**src/rtl/hilo_muldiv_seq_if.sv**
```systemverilog
// Request/commit bundle between control unit, multiply/divide sequencer and HI/LO register file.
interface hilo_muldiv_seq_if #(
  parameter int WIDTH = 32
);
  logic             start;
  logic [1:0]       op;
  logic             flush;
  logic [WIDTH-1:0] src_a;
  logic [WIDTH-1:0] src_b;
  logic             busy;
  logic             done;
  logic             div_by_zero;
  logic             rf_reg_write;
  logic [2:0]       rf_hilo_type;
  logic [WIDTH-1:0] rf_lo;
  logic [WIDTH-1:0] rf_hi;

  modport master (
    output start, op, flush, src_a, src_b,
    input  busy, done, div_by_zero, rf_reg_write, rf_hilo_type, rf_lo, rf_hi
  );

  modport slave (
    input  start, op, flush, src_a, src_b,
    output busy, done, div_by_zero, rf_reg_write, rf_hilo_type, rf_lo, rf_hi
  );
endinterface

```
**src/rtl/hilo_muldiv_seq.sv**
```systemverilog
// Bit-serial MULT/MULTU/DIV/DIVU sequencer committing one combined HI/LO write.
// Write lands WIDTH+2 edges after start is sampled; start while busy is dropped, never queued.
module hilo_muldiv_seq #(
  parameter int WIDTH = 32,
  parameter int CNT_W = 6
) (
  input logic              clk,
  input logic              reset,
  hilo_muldiv_seq_if.slave bus
);
  typedef enum logic [1:0] {
    S_IDLE  = 2'd0,
    S_CALC  = 2'd1,
    S_FIXUP = 2'd2,
    S_WRITE = 2'd3
  } state_t;

  state_t             state_q, state_d;
  logic [CNT_W-1:0]   cnt_q;
  logic               is_div_q, sign_a_q, sign_b_q, dbz_q;
  logic [WIDTH-1:0]   mag_b_q, orig_a_q;
  logic [2*WIDTH-1:0] acc_q;

  logic               busy_q, done_q, dbz_out_q, wr_q;
  logic [2:0]         type_q;
  logic [WIDTH-1:0]   lo_q, hi_q;

  logic               op_signed;
  logic [WIDTH-1:0]   mag_a_in, mag_b_in, acc_hi, acc_lo;
  logic [WIDTH:0]     mul_sum, div_trial;
  logic [WIDTH-1:0]   div_sub;
  logic               div_ge;

  assign op_signed = ~bus.op[0];
  assign mag_a_in  = (op_signed && bus.src_a[WIDTH-1]) ? -bus.src_a : bus.src_a;
  assign mag_b_in  = (op_signed && bus.src_b[WIDTH-1]) ? -bus.src_b : bus.src_b;
  assign acc_hi    = acc_q[2*WIDTH-1:WIDTH];
  assign acc_lo    = acc_q[WIDTH-1:0];

  // Multiply keeps the multiplier in acc_lo; divide keeps remainder:dividend/quotient in hi:lo.
  assign mul_sum   = {1'b0, acc_hi} + {1'b0, mag_b_q};
  assign div_trial = {acc_hi, acc_lo[WIDTH-1]};
  assign div_ge    = div_trial >= {1'b0, mag_b_q};
  assign div_sub   = div_trial[WIDTH-1:0] - mag_b_q;

  always_ff @(posedge clk or negedge reset) begin
    if (!reset) state_q <= S_IDLE;
    else        state_q <= state_d;
  end

  always_comb begin
    state_d = state_q;
    case (state_q)
      S_IDLE:  if (bus.start) state_d = S_CALC;
      S_CALC:  if (cnt_q == CNT_W'(WIDTH-1)) state_d = S_FIXUP;
      S_FIXUP: state_d = S_WRITE;
      S_WRITE: state_d = S_IDLE;
      default: state_d = S_IDLE;
    endcase
    if (bus.flush && state_q != S_IDLE) state_d = S_IDLE;
  end

  always_ff @(posedge clk or negedge reset) begin
    if (!reset) begin
      cnt_q    <= '0;
      is_div_q <= 1'b0;
      sign_a_q <= 1'b0;
      sign_b_q <= 1'b0;
      dbz_q    <= 1'b0;
      mag_b_q  <= '0;
      orig_a_q <= '0;
      acc_q    <= '0;
    end else begin
      case (state_q)
        S_IDLE: if (bus.start) begin
          cnt_q    <= '0;
          is_div_q <= bus.op[1];
          sign_a_q <= op_signed & bus.src_a[WIDTH-1];
          sign_b_q <= op_signed & bus.src_b[WIDTH-1];
          mag_b_q  <= mag_b_in;
          orig_a_q <= bus.src_a;
          acc_q    <= {{WIDTH{1'b0}}, mag_a_in};
        end
        S_CALC: begin
          cnt_q <= cnt_q + 1'b1;
          if (is_div_q)
            acc_q <= {div_ge ? div_sub : div_trial[WIDTH-1:0], acc_lo[WIDTH-2:0], div_ge};
          else if (acc_lo[0])
            acc_q <= {mul_sum, acc_lo[WIDTH-1:1]};
          else
            acc_q <= {1'b0, acc_hi, acc_lo[WIDTH-1:1]};
        end
        S_FIXUP: begin
          dbz_q <= 1'b0;
          if (is_div_q && mag_b_q == '0) begin
            acc_q <= {orig_a_q, {WIDTH{1'b1}}};
            dbz_q <= 1'b1;
          end else if (is_div_q) begin
            // Remainder follows the dividend; quotient follows the sign product.
            acc_q <= {sign_a_q ? -acc_hi : acc_hi, (sign_a_q ^ sign_b_q) ? -acc_lo : acc_lo};
          end else if (sign_a_q ^ sign_b_q) begin
            acc_q <= -acc_q;
          end
        end
        default: ;
      endcase
    end
  end

  always_ff @(posedge clk or negedge reset) begin
    if (!reset) begin
      busy_q    <= 1'b0;
      done_q    <= 1'b0;
      dbz_out_q <= 1'b0;
      wr_q      <= 1'b0;
      type_q    <= 3'b000;
      lo_q      <= '0;
      hi_q      <= '0;
    end else begin
      busy_q    <= (state_d != S_IDLE);
      done_q    <= (state_q == S_WRITE);
      wr_q      <= (state_q == S_WRITE);
      dbz_out_q <= (state_q == S_WRITE) && dbz_q;
      type_q    <= (state_q == S_WRITE) ? 3'b011 : 3'b000;
      if (state_q == S_WRITE) begin
        lo_q <= acc_lo;
        hi_q <= acc_hi;
      end
    end
  end

  assign bus.busy         = busy_q;
  assign bus.done         = done_q;
  assign bus.div_by_zero  = dbz_out_q;
  assign bus.rf_reg_write = wr_q;
  assign bus.rf_hilo_type = type_q;
  assign bus.rf_lo        = lo_q;
  assign bus.rf_hi        = hi_q;
endmodule
```
**src/flat_wrapper.sv**
```systemverilog
// flat-port wrapper written by rule: the top's interface ports become plain ports
module hilo_muldiv_seq_flat 
#(
  parameter int WIDTH = 32,
  parameter int CNT_W = 6
)
  (clk, reset, bus_start, bus_op, bus_flush, bus_src_a, bus_src_b, bus_busy, bus_done, bus_div_by_zero, bus_rf_reg_write, bus_rf_hilo_type, bus_rf_lo, bus_rf_hi);
  hilo_muldiv_seq_if #(.WIDTH(WIDTH)) bus_i ();
  input logic clk;
  input logic reset;
  input wire logic [$bits(bus_i.start)-1:0] bus_start;
  input wire logic [$bits(bus_i.op)-1:0] bus_op;
  input wire logic [$bits(bus_i.flush)-1:0] bus_flush;
  input wire logic [$bits(bus_i.src_a)-1:0] bus_src_a;
  input wire logic [$bits(bus_i.src_b)-1:0] bus_src_b;
  output wire logic [$bits(bus_i.busy)-1:0] bus_busy;
  output wire logic [$bits(bus_i.done)-1:0] bus_done;
  output wire logic [$bits(bus_i.div_by_zero)-1:0] bus_div_by_zero;
  output wire logic [$bits(bus_i.rf_reg_write)-1:0] bus_rf_reg_write;
  output wire logic [$bits(bus_i.rf_hilo_type)-1:0] bus_rf_hilo_type;
  output wire logic [$bits(bus_i.rf_lo)-1:0] bus_rf_lo;
  output wire logic [$bits(bus_i.rf_hi)-1:0] bus_rf_hi;
  assign bus_i.start = bus_start;
  assign bus_i.op = bus_op;
  assign bus_i.flush = bus_flush;
  assign bus_i.src_a = bus_src_a;
  assign bus_i.src_b = bus_src_b;
  assign bus_busy = bus_i.busy;
  assign bus_done = bus_i.done;
  assign bus_div_by_zero = bus_i.div_by_zero;
  assign bus_rf_reg_write = bus_i.rf_reg_write;
  assign bus_rf_hilo_type = bus_i.rf_hilo_type;
  assign bus_rf_lo = bus_i.rf_lo;
  assign bus_rf_hi = bus_i.rf_hi;
  hilo_muldiv_seq #(.WIDTH(WIDTH), .CNT_W(CNT_W)) u_core (.clk(clk), .reset(reset), .bus(bus_i));
endmodule
```
**config.mk**
```make
export PLATFORM = sky130hd
export DESIGN_NAME = hilo_muldiv_seq_flat
export DESIGN_NICKNAME = d
export VERILOG_FILES = /design/src/rtl/hilo_muldiv_seq_if.sv /design/src/rtl/hilo_muldiv_seq.sv /design/src/flat_wrapper.sv
export SDC_FILE = /design/constraint.sdc
export NUM_CORES = 1
export LEC_CHECK = 0
export BUFFER_PORTS_ARGS = -buffer_cell sky130_fd_sc_hd__buf_2
export CAP_MARGIN = 20
export CORE_MARGIN = 2
export CORE_UTILIZATION = 55
export CTS_CLUSTER_DIAMETER = 60
export DETAILED_ROUTE_END_ITERATION = 6
export HOLD_SLACK_MARGIN = 0.1
export PLACE_DENSITY = 0.8
export SLEW_MARGIN = 10
export SYNTH_ARGS = -nofsm -noshare
export SYNTH_HDL_FRONTEND = slang
export SYNTH_SLANG_ARGS = --single-unit
export TNS_END_PERCENT = 30
```
**constraint.sdc**
```tcl
create_clock -name clk -period 5.21 [get_ports clk]
set_input_delay 0 -clock clk [delete_from_list [all_inputs] [get_ports clk]]
set_output_delay 0 -clock clk [all_outputs]
set_load 0.01 [all_outputs]
```
======== Yosys cells after proc, flatten, opt, wreduce, memory -nomap -nowiden ========
Index checks and enable logic that the tools add are counted.
operators by class
  bitwise operators ....................... 4
  add/sub/neg operators ................... 8
  order comparisons ....................... 1
  multiplexer cells ....................... 20
  reductions and logical operators ........ 15
  equal/unequal tests ..................... 8
operators by type and width
  cell                                           number
  two-way mux 64 bit                             6
  one-hot mux 64 bit (3 select lines)            1
  two-way mux 32 bit                             5
  negator 32 bit                                 4
  negator 64 bit                                 1
  adder 32 x 32 -> 33 bit                        1
  greater-or-equal comparator 33 x 32 -> 1 bit   1
  zero test 32 bit                               1
  subtractor 32 bit                              1
  one-hot mux 6 bit (2 select lines)             1
  two-way mux 2 bit                              4
  one-hot mux 2 bit (4 select lines)             1
  adder 6 x 1 -> 6 bit, second input constant    1
  == test 6 x 5 -> 1 bit, second input constant  1
  two-way mux 6 bit                              1
  nonzero test 2 bit                             3
  logical AND 1 bit                              5
  == test 2 bit, second input constant           2
  != test 4 x 1 -> 1 bit, second input constant  1
  != test 4 bit, second input constant           1
  AND reduction 2 bit                            2
  AND reduction 4 bit                            1
  != test 3 x 1 -> 1 bit, second input constant  1
  AND reduction 3 bit                            1
  other kinds (8)                                9
storage, ports and cells
  input port bits ......................... 70
  register bits ........................... 210
  output and inout port bits .............. 71
  word-level logic and storage cells ...... 72

======== Longest topological paths before layout ========
Gate-level depths: netlist of run 1.
  depth after elaboration ................. 5
  gate-level depth with buffers ........... 14
  mapped depth without buffers ............ 13

======== Worst setup path before layout of run 1 ========
Ideal clock, no wire load.
  path type ............................... flip-flop to flip-flop
  start point ............................. register u_core.acc_q[59]
  end point ............................... register u_core.acc_q[42]
  cell stages (with the launch flop) ...... 13
  arrival time ............................ 3.143 ns
  slack ................................... 1.924 ns
  required time ........................... 5.067 ns
  clock period less this slack ............ 3.286 ns
  buffers on the path ..................... 2
  library setup time ...................... 0.143 ns
  cell sequence ........................... dfrtp_1 ha_1 clkbuf_1 and4_1 nor2b_1 a41oi_1 o21ai_0 or4_1 o21ai_2 buf_4 mux2_2 o21ai_0 o221ai_1
on the way
  longest elaborated chain between the ends .. 4
ends and longest elaborated chain
  element                                       line                   RTL
  start, declared                               hilo_muldiv_seq.sv:22  logic [2*WIDTH-1:0] acc_q;
  start signal, assigned                        hilo_muldiv_seq.sv:82  acc_q <= {{WIDTH{1'b0}}, mag_a_in};
  start signal, assigned                        hilo_muldiv_seq.sv:87  acc_q <= {div_ge ? div_sub : div_trial[WIDTH-1:0], acc_lo[WIDTH-2:0], div_ge};
  start signal, assigned                        hilo_muldiv_seq.sv:89  acc_q <= {mul_sum, acc_lo[WIDTH-1:1]};
  greater-or-equal comparator 33 x 32 -> 1 bit  hilo_muldiv_seq.sv:43  assign div_ge = div_trial >= {1'b0, mag_b_q};
  two-way mux 32 bit                            hilo_muldiv_seq.sv:87
  two-way mux 64 bit                            hilo_muldiv_seq.sv:86  if (is_div_q)
  one-hot mux 64 bit (3 select lines)           hilo_muldiv_seq.sv:74  case (state_q)
No other way between the ends.
A chain may end at the register's enable or synchronous reset.

======== Worst setup path in the final report of run 1 ========
  start point ............................. register u_core.acc_q[32]
  end point ............................... register u_core.acc_q[63]
on the way
  longest elaborated chain between the ends .. 5
  elaborated cells on any way between the ends .. 13
  those cells by class .................... add/sub: 4; order compare: 1; mux: 8
ends and longest elaborated chain
  element                                                          line                                            RTL
  negator 64 bit / negator 32 bit (equally long branches)          hilo_muldiv_seq.sv:102, hilo_muldiv_seq.sv:100
  two-way mux 64 bit / two-way mux 32 bit (equally long branches)  hilo_muldiv_seq.sv:101, hilo_muldiv_seq.sv:100
  two-way mux 64 bit                                               hilo_muldiv_seq.sv:98                           end else if (is_div_q) begin
  two-way mux 64 bit                                               hilo_muldiv_seq.sv:95                           if (is_div_q && mag_b_q == '0) begin
  one-hot mux 64 bit (3 select lines) *                            hilo_muldiv_seq.sv:74
Mark *: on every way between the ends. The rest lies on a longest branch, timed or not. The select of a mux whose other input is x is not followed.

==> results of run 1 <==
[synth_stat cells, types with 53 or more instances]
library cell / count
a21oi_1: 127
clkbuf_1: 100
dfrtp_1: 207
ha_1: 73
inv_1: 63
mux2_2: 129
nand2_1: 201
nand3_1: 53
nor2_1: 123
o21ai_0: 177
xnor2_1: 85
xor2_1: 64
[worst max-delay path, delay by kind of cell, from the launching register on]
kind	cells	cell delay, ps
compound gates	8	2430
fa+ha+maj	2	600
flops	1	590
simple gates	1	380
buf+inv	1	230
[area by class of cell]
type                    count  area (µm²)  area share
flip-flops and latches    207        5180       0.272
repair buffers            263        1870      0.0984
clock inverters             8        86.3     0.00454
clock buffers              37         741      0.0389
well taps                 390         488      0.0256
diodes                      2        5.00    0.000263
inverters                  63         236      0.0124
multi-input cells        1510       10400       0.548
[per-layer routing]
metal,up-vias,GRT usage,share of wire
li1,7275,-,-
met1,7435,0.439,0.42
met2,793,0.542,0.46
met3,142,0.0424,0.083
met4,0,0.133,0.041
met5,-,0,0
[registers in the layout, indices dropped and copies added (netlist names), 2 cells and up]
name              count
u_core.state_q        2
u_core.orig_a_q      32
u_core.cnt_q          6
u_core.acc_q         64
u_core.bus.rf_hi     32
u_core.bus.rf_lo     32
u_core.mag_b_q       32
[final timing paths]
path	start	end	cells after the start
hold / removal	reset	u_core.bus.rf_lo[19]	2
hold reg to reg	u_core.bus.rf_hi[31]	u_core.bus.rf_hi[31]	1
setup / recovery	u_core.acc_q[32]	u_core.acc_q[63]	12
setup reg to reg	u_core.acc_q[32]	u_core.acc_q[63]	12
max in group asynchronous	reset	u_core.mag_b_q[16]	3
min in group clk	bus_op[1]	u_core.is_div_q	3
[logic make-up after synthesis]
logic type,count (synthesis)
and+or+nand+nor,574
AOI/OAI and AO/OA,554
DFF,207
buffers and inverters,187
muxes,157
xor gates and xnor gates,149
adders and majority gates,75
other,1
[per-stage QoR]
stage / cell area (µm²) / util / std cells / setup WS, ps / total power, mW
after detailed placement: 17300 / 0.588 / 2342 / 1020 / 8.61
after global routing: 19000 / 0.647 / 2479 / 628 / 11.4
after CTS: 19000 / 0.647 / 2477 / 965 / 10.5
after global placement: 17300 / 0.588 / 2342 / 960 / 8.50
final: 19000 / 0.647 / 2480 / 907 / 10.6
after floorplan: 16300 / - / 1904 / 1920 / 7.04
[placed cells by master, fill, tap and decap left out, types with 28 or more instances in the layout]
master           n
inv_1           63
nor2_1         123
buf_2          138
xor2_1          64
mux2_2         129
mux2i_1         28
nand3_1         53
nand2_1        200
o21ai_0        177
ha_1            72
buf_4           33
nor3_1          41
a21o_1          35
dfrtp_1        205
a21oi_1        127
xnor2_1         85
dlygate4sd3_1   90
[power by group through the flow]
| stage | Clock (mW) | Combinational [mW] | Sequential, mW |
|---|---|---|---|
| floorplan | 0 | 4.59 | 2.45 |
| global placement | 0 | 5.69 | 2.81 |
| detailed placement | 0 | 5.77 | 2.84 |
| CTS | 1.76 | 5.89 | 2.82 |
| global route | 1.83 | 6.60 | 2.92 |
| finish | 1.75 | 6.01 | 2.86 |
==> impl_metrics.json, run 1 <==
{
  "outcome": "complete, no violations",
  "leakage_nw": 8.74,
  "synth_cell_types": 83,
  "start_util": 0.554,
  "nNetsFinal": 2215,
  "ir_drop_mv": 0.350,
  "place.gp.congestion": 0.962,
  "cts_buffers": 25,
  "clk_pin_slew_ps": 60,
  "cts_tree": "yes",
  "grt_use_total": 0.329,
  "max_freq_mhz": 232,
  "hold_path_class": "in -> async",
  "clk_latency_ps": 540,
  "post-route-period-util": 0.826,
  "drcViolationCount": 0,
  "wire_per_inst_um": 20.8,
  "drv_cap": 0,
  "synthTopCellsByArea": "dfrtp_1 (32%), mux2_2 (8.9%), ha_1 (5.6%), o21ai_0 (5.4%), nand2_1 (4.6%)",
  "num_vias": 15645,
  "worst_slew_pin_slew_ps": 1090,
  "p_sw_frac": 0.474,
  "synth_top_family_by_area": "compound AO/OA/AOI/OAI gates",
  "hold_ws_ps": 154,
  "clock_skew_ps": 22.1,
  "syn_area_mm2": 0.0163,
  "fp.dieH_um": 176,
  "hold_viol_final": 0,
  "setup_tns_ps": 0,
  "async_flop_share": 1.00,
  "ant_nets": 0,
  "die_area_mm2": 0.0310,
  "ys_warn_count": 0,
  "cp-start-kind": "register",
  "synthAdderAreaFrac": 0.0585,
  "slowest_stage": "a2111oi_0",
  "synthSimpleGateAreaFrac": 0.174,
  "dieWidth_um": 176,
  "cts_hold_buf": 90,
  "slowest_delay_ps": 780,
  "ctsLongestPathBuffers": 3,
  "cp.arrival_ps": 4770,
  "vias_per_cell": 6.31,
  "path_cells": "ha_1, fa_1, a21oi_1, o21ai_0, a311oi_1, nor2_1, o21ai_0, o21ai_0, a31oi_1, a2111oi_0, buf_4, a31o_2",
  "grt_overflow": 0,
  "power.switching_mw": 5.04,
  "worst-path-max-fanout": 11,
  "fp-row-count": 63,
  "pwr-share-clk": 0.165,
  "yosysSeqAreaShare": 0.318,
  "rsz0062_at_grt": "false",
  "port_buffers": 139,
  "grt_pass1_vias": 15361,
  "netlist.area_leader.share": 0.318,
  "firstDrtPassIters": 6,
  "synth_mux_area_frac": 0.106,
  "synth-edff-count": 0,
  "cp.required_ps": 5680,
  "area_delta_synth_final_pct": 16.8,
  "boundaryPins": 141,
  "htree_levels": 1,
  "cts_resized": 0,
  "cts.sinks": 207,
  "slew_headroom": 0.273,
  "synth_xor_area_frac": 0.0801,
  "synth_fp_nets": 2049,
  "core_area_mm2": 0.0294,
  "root_buffer": "clkbuf_16",
  "drt-initial-drc-count": 1464,
  "worst-setup-path-type": "reg -> reg",
  "cpMostUsedCell": "o21ai_0",
  "fillers": 2385,
  "synth_flop_cell": "dfrtp_1",
  "endpoint_kind": "register",
  "antenna_found_initial": 2,
  "synth_area_per_cell_um2": 8.56,
  "synth_compound_area_frac": 0.218,
  "synth_cells": 1904,
  "power-per-cell-area_mw_per_mm2": 558,
  "p_comb_frac": 0.566,
  "synth_seq_cells": 207,
  "post_cts_buffers": 0,
  "grt_pass1_wl_um": 81900,
  "yosys.area.top_type": "dfrtp_1",
  "seqPwrFrac": 0.269,
  "intPower_mw": 5.58,
  "grt_max_degree": 117,
  "rrSetupSlack_ps": 910,
  "setup_viol": 0,
  "drive_gt1_frac": 0.183,
  "place_hpwl_um": 36700,
  "wl_um": 51700,
  "period_minus_slack_ps": 4300,
  "final-max-slew-violation-count": 0
}
(Power assumes the default switching activity.)
==> run 2, diff against run 1 <==
- clock period: 5.21 -> 4.4 ns (I/O delays scaled with it)
==> impl_metrics.json, run 2 (synthesis results as in run 1) <==
{
  "worst-path-max-fanout": 26,
  "largest_register_ffs": 64,
  "rr_worst_depth": 11,
  "vias_per_cell": 6.35,
  "clk_pin_slew_ps": 60,
  "cts.sinks": 207,
  "hold_path_class": "in -> async",
  "place.gp.congestion": 0.983,
  "fp.dieH_um": 176,
  "final_cell_mix": "dfrtp_1 (205), nand2_1 (200), o21ai_0 (177)",
  "cts_tree": "yes",
  "path_depth": 11,
  "htree_levels": 1,
  "grt_overflow": 0,
  "die_area_mm2": 0.0310,
  "path_cells": "ha_1, nand3_1, nor4_1, a41oi_1, o21ai_0, o32a_1, o21ai_4, buf_4, and3_1, a2111oi_0, nand2_1",
  "core_area_mm2": 0.0294,
  "grt_max_degree": 113,
  "endpoint_kind": "register",
  "root_buffer": "clkbuf_16",
  "num_vias": 15893,
  "final-max-slew-violation-count": 0,
  "clock_skew_ps": 14.7,
  "insertedDiodeCount": 0,
  "slew_headroom": 0.334,
  "drv_cap": 0,
  "dp.cells": 2362,
  "power-per-cell-area_mw_per_mm2": 667,
  "reg2reg_to": "u_core.acc_q[59]",
  "crit_buf_inv": 1,
  "final_common_cell": "dfrtp_1",
  "cts_resized": 0,
  "drive_gt1_frac": 0.191,
  "cp.arrival_ps": 4340,
  "timing.rr.start": "u_core.acc_q[36]",
  "nNetsFinal": 2238,
  "slowest_stage": "a2111oi_0",
  "setup_tns_ps": 0,
  "cp-start-kind": "register",
  "leakage_nw": 8.88,
  "rsz0062_at_grt": "false",
  "port_buffers": 139,
  "outcome": "complete, no violations",
  "drt-initial-drc-count": 1538,
  "crit_family": "compound AO/OA/AOI/OAI gates",
  "worst_slew_pin_slew_ps": 995,
  "antenna_found_initial": 0,
  "firstDrtPassIters": 6,
  "post-route-period-util": 0.899,
  "ir_drop_mv": 0.371,
  "place_hpwl_um": 37500,
  "grt_pass1_wl_um": 81900,
  "top_register": "u_core.acc_q",
  "hold_viol_final": 0,
  "rrSetupSlack_ps": 440,
  "final_cells": 2501,
  "dieWidth_um": 176,
  "cts_buffers": 26,
  "wl_um": 51900,
  "wire_per_inst_um": 20.7,
  "max_freq_mhz": 253,
  "hold_ws_ps": 76.3,
  "fp-row-count": 63,
  "ctsLongestPathBuffers": 3,
  "ant_nets": 0,
  "area_delta_synth_final_pct": 18.1,
  "fillers": 2383,
  "cp.required_ps": 4790,
  "grt_use_total": 0.329,
  "clk_latency_ps": 540,
  "period_minus_slack_ps": 3960,
  "start_util": 0.554,
  "setup_viol": 0,
  "boundaryPins": 141,
  "slowest_delay_ps": 600,
  "grt_pass1_vias": 15223,
  "drcViolationCount": 0,
  "worst-setup-path-type": "reg -> reg"
}
-- run 2: cell types whose count changed in the layout (fill, tap and decap cells not counted), moves of 2 or more --
| cell | change |
|---|---|
| buf_4 | +20 |
| clkbuf_16 | +2 |
| clkbuf_8 | -2 |
| clkinvlp_4 | +2 |
| diode_2 | -2 |
| inv_6 | -2 |
-- run 2: worst max-delay path by stage --
stage	slack, ps	start	endpoint
2_1_floorplan	1110	u_core.acc_q[59]	u_core.acc_q[42]
3_3_place_gp	590	u_core.acc_q[36]	u_core.acc_q[59]
3_5_place_dp	580	u_core.acc_q[36]	u_core.acc_q[59]
4_1_cts	570	u_core.acc_q[36]	u_core.acc_q[59]
5_1_grt	160	u_core.acc_q[36]	u_core.acc_q[51]
6_report	440	u_core.acc_q[36]	u_core.acc_q[59]
-- run 2: stage by stage --
| step | total power, mW | cell area, µm² | worst slack (ps) | util |
|---|---|---|---|---|
| 2_1_floorplan | 8.33 | 16300 | 1110 | - |
| 3_3_place_gp | 10.2 | 17400 | 593 | 0.593 |
| 3_5_place_dp | 10.3 | 17400 | 579 | 0.593 |
| 4_1_cts | 12.7 | 19200 | 571 | 0.654 |
| 5_1_grt | 13.7 | 19300 | 158 | 0.655 |
| 6_report | 12.9 | 19300 | 444 | 0.655 |
-- run 2: area by class of cell --
cell class,count,area (µm²),share of cell area
Multi-Input combinational cell,1510,10400,0.541
Sequential cell,207,5180,0.269
Timing Repair Buffer,285,2050,0.107
Clock buffer,37,763,0.0396
Tap cell,390,488,0.0253
Inverter,63,236,0.0123
Clock inverter,9,110,0.00572
-- run 2: power by group --
part           switching, mW  total (mW)  internal, mW
registers              0.841        3.30          2.46
clock network          0.869        2.19          1.32
logic                   4.35        7.37          3.01
total                   6.06        12.9          6.79
-- run 2: what timing repair did --
| item | in CTS | in global routing |
|---|---|---|
| hold buffers | 91 | 0 |
| endpoints found under the hold margin | 197 | 0 |
| setup buffers | 0 | 0 |
-- run 2: layer usage --
metal | vias to the layer above | part of all wire | GRT usage | wire length (µm)
met2 | 846 | 0.46 | 0.525 | 23600
met3 | 155 | 0.092 | 0.0474 | 4760
met5 | - | 0 | 0 | 0
met4 | 0 | 0.040 | 0.138 | 2100
li1 | 7324 | - | - | -
met1 | 7568 | 0.41 | 0.447 | 21400
